<file path="src/rtl/usb_rx_deframe_if.sv">
// rtl/usb_rx_deframe_if.sv - PHY symbol input and deframed word/status bundle
interface usb_rx_deframe_if #(
  parameter int DIN_W = 4,
  parameter int OUT_W = 8,
  parameter int LEN_W = 7
);
  logic [DIN_W-1:0] din;
  logic             fire;
  logic [OUT_W-1:0] dout;
  logic             dout_vld;
  logic             frame_done;
  logic [LEN_W-1:0] frame_len;
  logic             frame_err;
  logic [1:0]       err_code;
  logic             chk_ok;

  modport master (
    output din, fire,
    input  dout, dout_vld, frame_done, frame_len, frame_err, err_code, chk_ok
  );

  modport slave (
    input  din, fire,
    output dout, dout_vld, frame_done, frame_len, frame_err, err_code, chk_ok
  );
endinterface

</file>
<file path="src/rtl/usb_rx_deframe.sv">
// rtl/usb_rx_deframe.sv - sync-hunting symbol-to-word deframer; USB_RX_DEFRAME_CHK_EN adds per-frame XOR check
module usb_rx_deframe #(
  parameter int               DIN_W     = 4,
  parameter int               OUT_W     = 8,
  parameter logic [DIN_W-1:0] SYNC_DATA = DIN_W'(4'hF),
  parameter int               MAX_WORDS = 64,
  parameter int               HUNT_TMO  = 255,
  parameter int               LEN_W     = $clog2(MAX_WORDS + 1)
) (
  input logic              clk,
  input logic              rst,
  usb_rx_deframe_if.slave  bus
);

  localparam int K     = OUT_W / DIN_W;
  localparam int IDX_W = (K > 2) ? $clog2(K) : 1;
  localparam int TMR_W = (HUNT_TMO > 1) ? $clog2(HUNT_TMO + 1) : 1;

  typedef enum logic [2:0] {IDLE, WAIT, HUNT, ASM, DONE, ERR} state_t;

  state_t             state_q, state_d;
  logic [IDX_W-1:0]   idx_q, idx_d;
  logic [LEN_W-1:0]   cnt_q, cnt_d;
  logic [TMR_W-1:0]   tmr_q, tmr_d;
  logic [OUT_W-DIN_W-1:0] sh_q, sh_d;
  logic [OUT_W-1:0]   dout_q, dout_d;
  logic               dout_vld_q, dout_vld_d;
  logic               frame_done_q, frame_done_d;
  logic [LEN_W-1:0]   frame_len_q, frame_len_d;
  logic               frame_err_q, frame_err_d;
  logic [1:0]         err_code_q, err_code_d;
  logic [OUT_W-1:0]   word_w;
`ifdef USB_RX_DEFRAME_CHK_EN
  logic [OUT_W-1:0]   xor_q, xor_d;
  logic               chk_ok_q, chk_ok_d;
`endif

  // Word as it would look with the current symbol appended (MSB-first)
  assign word_w = {sh_q, bus.din};

  // Next-state and output computation for the deframing FSM
  always_comb begin
    state_d      = state_q;
    idx_d        = idx_q;
    cnt_d        = cnt_q;
    tmr_d        = tmr_q;
    sh_d         = sh_q;
    dout_d       = dout_q;
    dout_vld_d   = 1'b0;
    frame_done_d = 1'b0;
    frame_len_d  = frame_len_q;
    frame_err_d  = 1'b0;
    err_code_d   = err_code_q;
`ifdef USB_RX_DEFRAME_CHK_EN
    xor_d        = xor_q;
    chk_ok_d     = chk_ok_q;
`endif
    case (state_q)
      IDLE: state_d = WAIT;
      WAIT: begin
        tmr_d = '0;
        if (bus.fire) state_d = HUNT;
      end
      HUNT: begin
        if (!bus.fire) begin
          state_d = WAIT;
        end else if (bus.din == SYNC_DATA) begin
          state_d = ASM;
          idx_d   = '0;
          cnt_d   = '0;
`ifdef USB_RX_DEFRAME_CHK_EN
          xor_d   = '0;
`endif
        end else if (tmr_q == TMR_W'(HUNT_TMO - 1)) begin
          state_d     = ERR;
          frame_err_d = 1'b1;
          err_code_d  = 2'd3;
        end else begin
          tmr_d = tmr_q + TMR_W'(1);
        end
      end
      ASM: begin
        if (bus.fire) begin
          sh_d = word_w[OUT_W-DIN_W-1:0];
          if (idx_q == IDX_W'(K - 1)) begin
            idx_d = '0;
            // A word past the frame limit is dropped, not emitted
            if (cnt_q == LEN_W'(MAX_WORDS)) begin
              state_d     = ERR;
              frame_err_d = 1'b1;
              err_code_d  = 2'd2;
            end else begin
              dout_d     = word_w;
              dout_vld_d = 1'b1;
              cnt_d      = cnt_q + LEN_W'(1);
`ifdef USB_RX_DEFRAME_CHK_EN
              xor_d      = xor_q ^ word_w;
`endif
            end
          end else begin
            idx_d = idx_q + IDX_W'(1);
          end
        end else if (idx_q == '0) begin
          state_d      = DONE;
          frame_done_d = 1'b1;
          frame_len_d  = cnt_q;
`ifdef USB_RX_DEFRAME_CHK_EN
          chk_ok_d     = (xor_q == '0);
`endif
        end else begin
          state_d     = ERR;
          frame_err_d = 1'b1;
          err_code_d  = 2'd1;
        end
      end
      DONE: state_d = WAIT;
      ERR: begin
        if (!bus.fire) state_d = WAIT;
      end
      default: state_d = IDLE;
    endcase
  end

  // State and registered outputs with synchronous active-low reset
  always_ff @(posedge clk) begin
    if (!rst) begin
      state_q      <= IDLE;
      idx_q        <= '0;
      cnt_q        <= '0;
      tmr_q        <= '0;
      sh_q         <= '0;
      dout_q       <= '0;
      dout_vld_q   <= 1'b0;
      frame_done_q <= 1'b0;
      frame_len_q  <= '0;
      frame_err_q  <= 1'b0;
      err_code_q   <= 2'd0;
`ifdef USB_RX_DEFRAME_CHK_EN
      xor_q        <= '0;
      chk_ok_q     <= 1'b1;
`endif
    end else begin
      state_q      <= state_d;
      idx_q        <= idx_d;
      cnt_q        <= cnt_d;
      tmr_q        <= tmr_d;
      sh_q         <= sh_d;
      dout_q       <= dout_d;
      dout_vld_q   <= dout_vld_d;
      frame_done_q <= frame_done_d;
      frame_len_q  <= frame_len_d;
      frame_err_q  <= frame_err_d;
      err_code_q   <= err_code_d;
`ifdef USB_RX_DEFRAME_CHK_EN
      xor_q        <= xor_d;
      chk_ok_q     <= chk_ok_d;
`endif
    end
  end

  assign bus.dout       = dout_q;
  assign bus.dout_vld   = dout_vld_q;
  assign bus.frame_done = frame_done_q;
  assign bus.frame_len  = frame_len_q;
  assign bus.frame_err  = frame_err_q;
  assign bus.err_code   = err_code_q;
`ifdef USB_RX_DEFRAME_CHK_EN
  assign bus.chk_ok     = chk_ok_q;
`else
  assign bus.chk_ok     = 1'b1;
`endif

endmodule

</file>
<file path="src/flat_wrapper.sv">
// flat-port wrapper written by rule: the top's interface ports become plain ports
module usb_rx_deframe_flat 
#(
  parameter int               DIN_W     = 4,
  parameter int               OUT_W     = 8,
  parameter logic [DIN_W-1:0] SYNC_DATA = DIN_W'(4'hF),
  parameter int               MAX_WORDS = 64,
  parameter int               HUNT_TMO  = 255,
  parameter int               LEN_W     = $clog2(MAX_WORDS + 1)
)
  (clk, rst, bus_din, bus_fire, bus_dout, bus_dout_vld, bus_frame_done, bus_frame_len, bus_frame_err, bus_err_code, bus_chk_ok);
  usb_rx_deframe_if #(.DIN_W(DIN_W), .OUT_W(OUT_W), .LEN_W(LEN_W)) bus_i ();
  input logic clk;
  input logic rst;
  input wire logic [$bits(bus_i.din)-1:0] bus_din;
  input wire logic [$bits(bus_i.fire)-1:0] bus_fire;
  output wire logic [$bits(bus_i.dout)-1:0] bus_dout;
  output wire logic [$bits(bus_i.dout_vld)-1:0] bus_dout_vld;
  output wire logic [$bits(bus_i.frame_done)-1:0] bus_frame_done;
  output wire logic [$bits(bus_i.frame_len)-1:0] bus_frame_len;
  output wire logic [$bits(bus_i.frame_err)-1:0] bus_frame_err;
  output wire logic [$bits(bus_i.err_code)-1:0] bus_err_code;
  output wire logic [$bits(bus_i.chk_ok)-1:0] bus_chk_ok;
  assign bus_i.din = bus_din;
  assign bus_i.fire = bus_fire;
  assign bus_dout = bus_i.dout;
  assign bus_dout_vld = bus_i.dout_vld;
  assign bus_frame_done = bus_i.frame_done;
  assign bus_frame_len = bus_i.frame_len;
  assign bus_frame_err = bus_i.frame_err;
  assign bus_err_code = bus_i.err_code;
  assign bus_chk_ok = bus_i.chk_ok;
  usb_rx_deframe #(.DIN_W(DIN_W), .OUT_W(OUT_W), .SYNC_DATA(SYNC_DATA), .MAX_WORDS(MAX_WORDS), .HUNT_TMO(HUNT_TMO), .LEN_W(LEN_W)) u_core (.clk(clk), .rst(rst), .bus(bus_i));
endmodule
</file>
<file path="config.mk">
export PLATFORM = sky130hd
export DESIGN_NAME = usb_rx_deframe_flat
export DESIGN_NICKNAME = d
export VERILOG_FILES = /design/src/rtl/usb_rx_deframe_if.sv /design/src/rtl/usb_rx_deframe.sv /design/src/flat_wrapper.sv
export SDC_FILE = /design/constraint.sdc
export NUM_CORES = 1
export LEC_CHECK = 0
export ABC_AREA = 1
export BUFFER_PORTS_ARGS = -buffer_cell sky130_fd_sc_hd__buf_2
export CORE_AREA = 2 2 82 60
export DETAILED_ROUTE_END_ITERATION = 10
export DIE_AREA = 0 0 84 62
export PLACE_DENSITY = 0.8
export REMOVE_ABC_BUFFERS = 1
export SYNTH_ARGS = -nofsm -noshare
export SYNTH_HDL_FRONTEND = slang
export SYNTH_SLANG_ARGS = --single-unit
export TNS_END_PERCENT = 20
</file>
<file path="constraint.sdc">
create_clock -name clk -period 1.91 [get_ports clk]
set_input_delay 0.191 -clock clk [delete_from_list [all_inputs] [get_ports clk]]
set_output_delay 0.191 -clock clk [all_outputs]
set_load 0.02 [all_outputs]
</file>
# ---- Word-level counts from Yosys, hierarchy flattened
# Index checks and enable logic that the tools add are counted.
dict set report op_classes {
  add_sub_neg 3
  n_eq_ne 21
  mux 43
  bitwise_logic 5
  n_reduce_logical 14
}
# op count
set ops {}
lappend ops {{$mux 7} 5}
lappend ops {{$mux 3} 8}
lappend ops {{$mux 8} 3}
lappend ops {{$pmux 8 s2} 1}
lappend ops {{$reduce_and 4->1} 4}
lappend ops {{$pmux 3 s5} 1}
lappend ops {{$mux 1} 14}
lappend ops {{$mux 2} 7}
lappend ops {{$ne 2x2->1 const B} 7}
lappend ops {{$pmux 7 s2} 1}
lappend ops {{$reduce_and 6->1} 2}
lappend ops {{$add 8x1->8 const B} 1}
lappend ops {{$eq 8x8->1 const B} 1}
lappend ops {{$add 7x1->7 const B} 1}
lappend ops {{$eq 7x7->1 const B} 1}
lappend ops {{$eq 3x2->1 const B} 2}
lappend ops {{$eq 3x3->1 const B} 2}
lappend ops {{$ne 2x1->1 const B} 3}
lappend ops {{$ne 3x2->1 const B} 2}
lappend ops {{$not 1->1} 5}
lappend ops {{$reduce_and 5->1} 1}
lappend ops {{$eq 4x4->1 const B} 1}
lappend ops {{$ne 4x2->1 const B} 1}
lappend ops {{$pmux 1 s2} 2}
lappend ops {{other kinds (9)} 10}
dict set report word_totals {
  regBits 43
  in_bits 7
  output_inout_bits 21
}

# ---- Logic depth before layout (Yosys ltp)
dict set report logic_depth {
  word_depth 5
  mapped_depth 11
  mapped_depth_nobuf 11
}

# ---- Least setup slack after synthesis
# Ideal clock, no wire load.
dict set report synth_timing {
  path_kind {reg2reg}
  start {reg u_core.cnt_q[0]}
  end {reg u_core.cnt_q[0]}
  setup_time_ps 115
  arrival_time_ps 1332
  t_required_ps 1795
  setup_slack_ps 463
  stages_incl_launch_ff 10
  path_buffers 0
  synth_period_minus_slack_ps 1447
  cell_sequence {dfxtp_1 > inv_1 > ha_1 > inv_1 > nor2_1 > nand3_1 > o21ai_2 > nor2_8 > o21ai_1 > nor2_1}
}
dict set report synth_between {
  elab_chain_cells 5
  word_cells_on_any_way 8
}
# element line_no
set synth_rtl {}
lappend synth_rtl {{start: declaration} usb_rx_deframe.sv:23} ;# logic [LEN_W-1:0] cnt_q, cnt_d;
lappend synth_rtl {{start signal: assignment} usb_rx_deframe.sv:145} ;# cnt_q <= cnt_d;
lappend synth_rtl {{$add 7x1->7} usb_rx_deframe.sv:95} ;# cnt_d = cnt_q + LEN_W'(1);
lappend synth_rtl {{$mux 7} usb_rx_deframe.sv:88} ;# if (cnt_q == LEN_W'(MAX_WORDS)) begin
lappend synth_rtl {{$mux 7} usb_rx_deframe.sv:85} ;# if (idx_q == IDX_W'(K - 1)) begin
lappend synth_rtl {{$mux 7} usb_rx_deframe.sv:83} ;# if (bus.fire) begin
lappend synth_rtl {{$pmux 7 s2} usb_rx_deframe.sv:58} ;# case (state_q)
# Several ways; a longest one is shown, not always the timed one. The select of a mux whose other input is x is not followed.
# A chain may end at the register's enable or synchronous reset.

# ---- Worst setup path in the final report
dict set report layout_timing {
  start {reg u_core.cnt_q[0]}
  end {reg u_core.state_q[1]}
}
dict set report layout_between {
  elab_chain_cells 3
}
# element line_no
set layout_rtl {}
lappend layout_rtl {{$eq 7x7->1} usb_rx_deframe.sv:88}
lappend layout_rtl {{$ne 3x2->1 (no line)} -}
lappend layout_rtl {{$reduce_and 5->1 (no line)} -}
lappend layout_rtl {{end signal: assignment} usb_rx_deframe.sv:143} ;# state_q <= state_d;
lappend layout_rtl {{end: declaration} usb_rx_deframe.sv:21} ;# state_t state_q, state_d;
# Every way passes these cells.

==> results.cfg <==
[status]
status = complete, no violations

[floorplan]
rows = 21
fp.coreArea_mm2 = 0.00455
initial_core_util = 0.471
die_w_um = 84
ioPinCount = 28
dieArea_mm2 = 0.00521
fp.dieH_um = 62

[clock_tree]
htreeDepth = 2
ctsHoldBuffers = 0
cts.sink_count = 43
root_buffer = clkbuf_8
numCtsBuffers = 5
post-cts-setup-buffer-count = 0
clk_latency_ns = 0.29
cts_tree = done
cts.repair.resized = 0
cts_buffer_depth = 2
clk_pin_slew_ns = 0.08

[final_layout]
n_antenna_cell = 0
fin_area_mm2 = 0.00240
fin_nets = 341
syn_to_final_growth_pct = 12.2
layout-drive-gt1-share = 0.166
nFillCells = 441
utilization = 0.528
regArea_um2 = 861
multi_input_area_mm2 = 0.00108

[critical_path]
cp_num_buf_inv = 2
r2r_start = u_core.cnt_q[0]
cp_cell_sequence = inv_1, ha_1, inv_1, nor2_1, nand3_1, a21oi_1, nand3_1, nor2_1, nor2_1
cp-end-kind = register
worst-setup-path-type = reg -> reg
rrSetupSlack_ns = 0.31
path_delay_family = simple AND/OR/NAND/NOR gates
crit_path_frequent_cell = nor2_1
rr_endpoint = u_core.state_q[1]
start_kind = register
cp.arrival_ns = 1.80
slowest_delay_ns = 0.35
worstPathMaxFanout = 6
rr_worst_depth = 9
slowest_stage = dfxtp_1
required_ns = 2.11

[logic_synthesis]
synth_top_area_frac = 0.402
ys_seq_elements = 43
synthFlopType = dfxtp_1
yosysTopAreaCell = dfxtp_1
ys_seq_area_frac = 0.402
syn-mean-instance-area_um2 = 7.04
synth_edf_count = 0
synth_cell_types = 27
yosysMostFrequentCell = nand2_1
async_flop_share = 0
ys_top_cells_by_area = dfxtp_1 (40%), nand2_1 (11%), nor2_1 (8.8%)
syn_inst = 304
synthTopCellsByCount = nand2_1 (60), nor2_1 (50), dfxtp_1 (43)
netlist_area_mm2 = 0.00214
ys_warn_count = 0

[timing]
worst_pin_slew_ns = 0.607
hold_violations = 0
drv_slew = 0
maxSlewHeadroom = 0.595
period_needed_ns = 1.60
fin_setup_tns_ns = 0
rsz0062_at_grt = false
holdWs_ns = 0.154
finalCritPeriodShare = 0.839
finalSetupViolCount = 0
fmax_mhz = 624
clock_skew_ns = 0.00245

[global_routing]
grt.overflow.total = 0
groute.usage.overall = 0.176
grt_pass1_vias = 1601
antenna_found_initial = 0
grt_max_degree = 28
grt_pass1_wl_um = 7220

[placed_design]
dpl.hpwl_um = 3160
place.gp.congestion = 0.895
postPlaceCellArea_mm2 = 0.00229
portBuffers = 26

[drt]
drt_iter0_markers = 122
vias = 1915
first_pass_iters = 4
via_per_inst = 4.94
detail_route.wl_per_cell_um = 11.2
drt_wl_total_um = 4340
antenna_left = 0
remaining_drc_errors = 0

[hold_path]
min_path_type = in -> reg
whs_endpoint = u_core.sh_q[2]
hold_depth = 3
min_from = bus_din[2]

[power_and_ir_drop]
p_leak_nw = 1.04
p_per_area_mw_per_mm2 = 1060
vdd_ir_drop_max_mv = 0.512
finalPower_w = 0.00255

[run]
cap_violations = 0
-- layer usage --
layer,track usage,wire [µm],vias up
met1,0.240,2250,847
met2,0.275,1850,46
li1,-,-,1020
met5,0,0,-
met3,0.0542,216,2
met4,0.0484,25,0
-- tightest hold or removal path, cell delays in order --
cell	delay, ns
buf_2	0.10
nor2_1	0.05
nor2_1	0.08
-- per-stage QoR --
stage	worst slack, ns	std cells
5_1_grt	0.0709	388
3_5_place_dp	0.313	380
4_1_cts	0.304	388
6_report	0.307	388
3_3_place_gp	0.352	380
2_1_floorplan	0.463	296
-- cells in the final DEF (no fill, tap or decap), types with 2 or more instances in the layout --
cell / Yosys / layout
nand2_1: 60 / 60
nor2_1: 50 / 50
dfxtp_1: 43 / 43
inv_1: 33 / 33
a21oi_1: 30 / 30
o21ai_0: 28 / 28
buf_2: 0 / 26
nand3_1: 13 / 13
nand2_2: 6 / 6
xor2_1: 5 / 5
clkbuf_8: 0 / 5
inv_2: 4 / 4
nand4_1: 4 / 4
ha_1: 4 / 4
o21ai_1: 3 / 3
nand3_4: 2 / 2
nor2_4: 2 / 2
nand2_4: 2 / 2
-- report_power, final --
part	internal [W]	total (W)	switching, W
Sequential	0.000987	0.00108	0.0000947
Clock	0.000389	0.000710	0.000321
Combinational	0.000231	0.000760	0.000529
Total	0.00161	0.00255	0.000944
-- worst max path at each step --
stage / end / slack, ns / from / cells past startpoint
CTS: u_core.bus.dout[0] / 0.30 / u_core.cnt_q[0] / 8
global route: u_core.bus.err_code[1] / 0.07 / u_core.cnt_q[0] / 11
floorplan: u_core.cnt_q[0] / 0.46 / u_core.cnt_q[0] / 9
global placement: u_core.bus.err_code[1] / 0.35 / u_core.cnt_q[1] / 11
finish: u_core.state_q[1] / 0.31 / u_core.cnt_q[0] / 9
detailed placement: u_core.bus.dout[0] / 0.31 / u_core.cnt_q[0] / 8
-- sequential cells by signal, indices dropped and copies added, names as in the netlist --
signal                 count
u_core.bus.frame_err       1
u_core.tmr_q               8
u_core.bus.frame_len       7
u_core.sh_q                4
u_core.idx_q               1
u_core.bus.dout            8
u_core.bus.frame_done      1
u_core.bus.err_code        2
u_core.cnt_q               7
u_core.state_q             3
u_core.bus.dout_vld        1
-- cell families after synthesis --
logic type / after synthesis / share of synthesized area
XOR/XNOR: 5 / 0.0205
AO/OA/AOI/OAI: 64 / 0.154
other: 1 / 0.00175
flip-flops: 43 / 0.402
AND/OR/NAND/NOR: 142 / 0.305
adder cells (fa/ha/maj): 4 / 0.0234
buffers and inverters: 45 / 0.0930
-- cell type report --
class,count,share of cell area
tap,57,0.0297
multi-input combinational,216,0.450
sequential,43,0.359
timing repair buffer,27,0.0573
inverter,37,0.0578
clock inverter,3,0.0182
clock buffer,5,0.0287
Note: power is estimated with default switching activity, not from simulation.
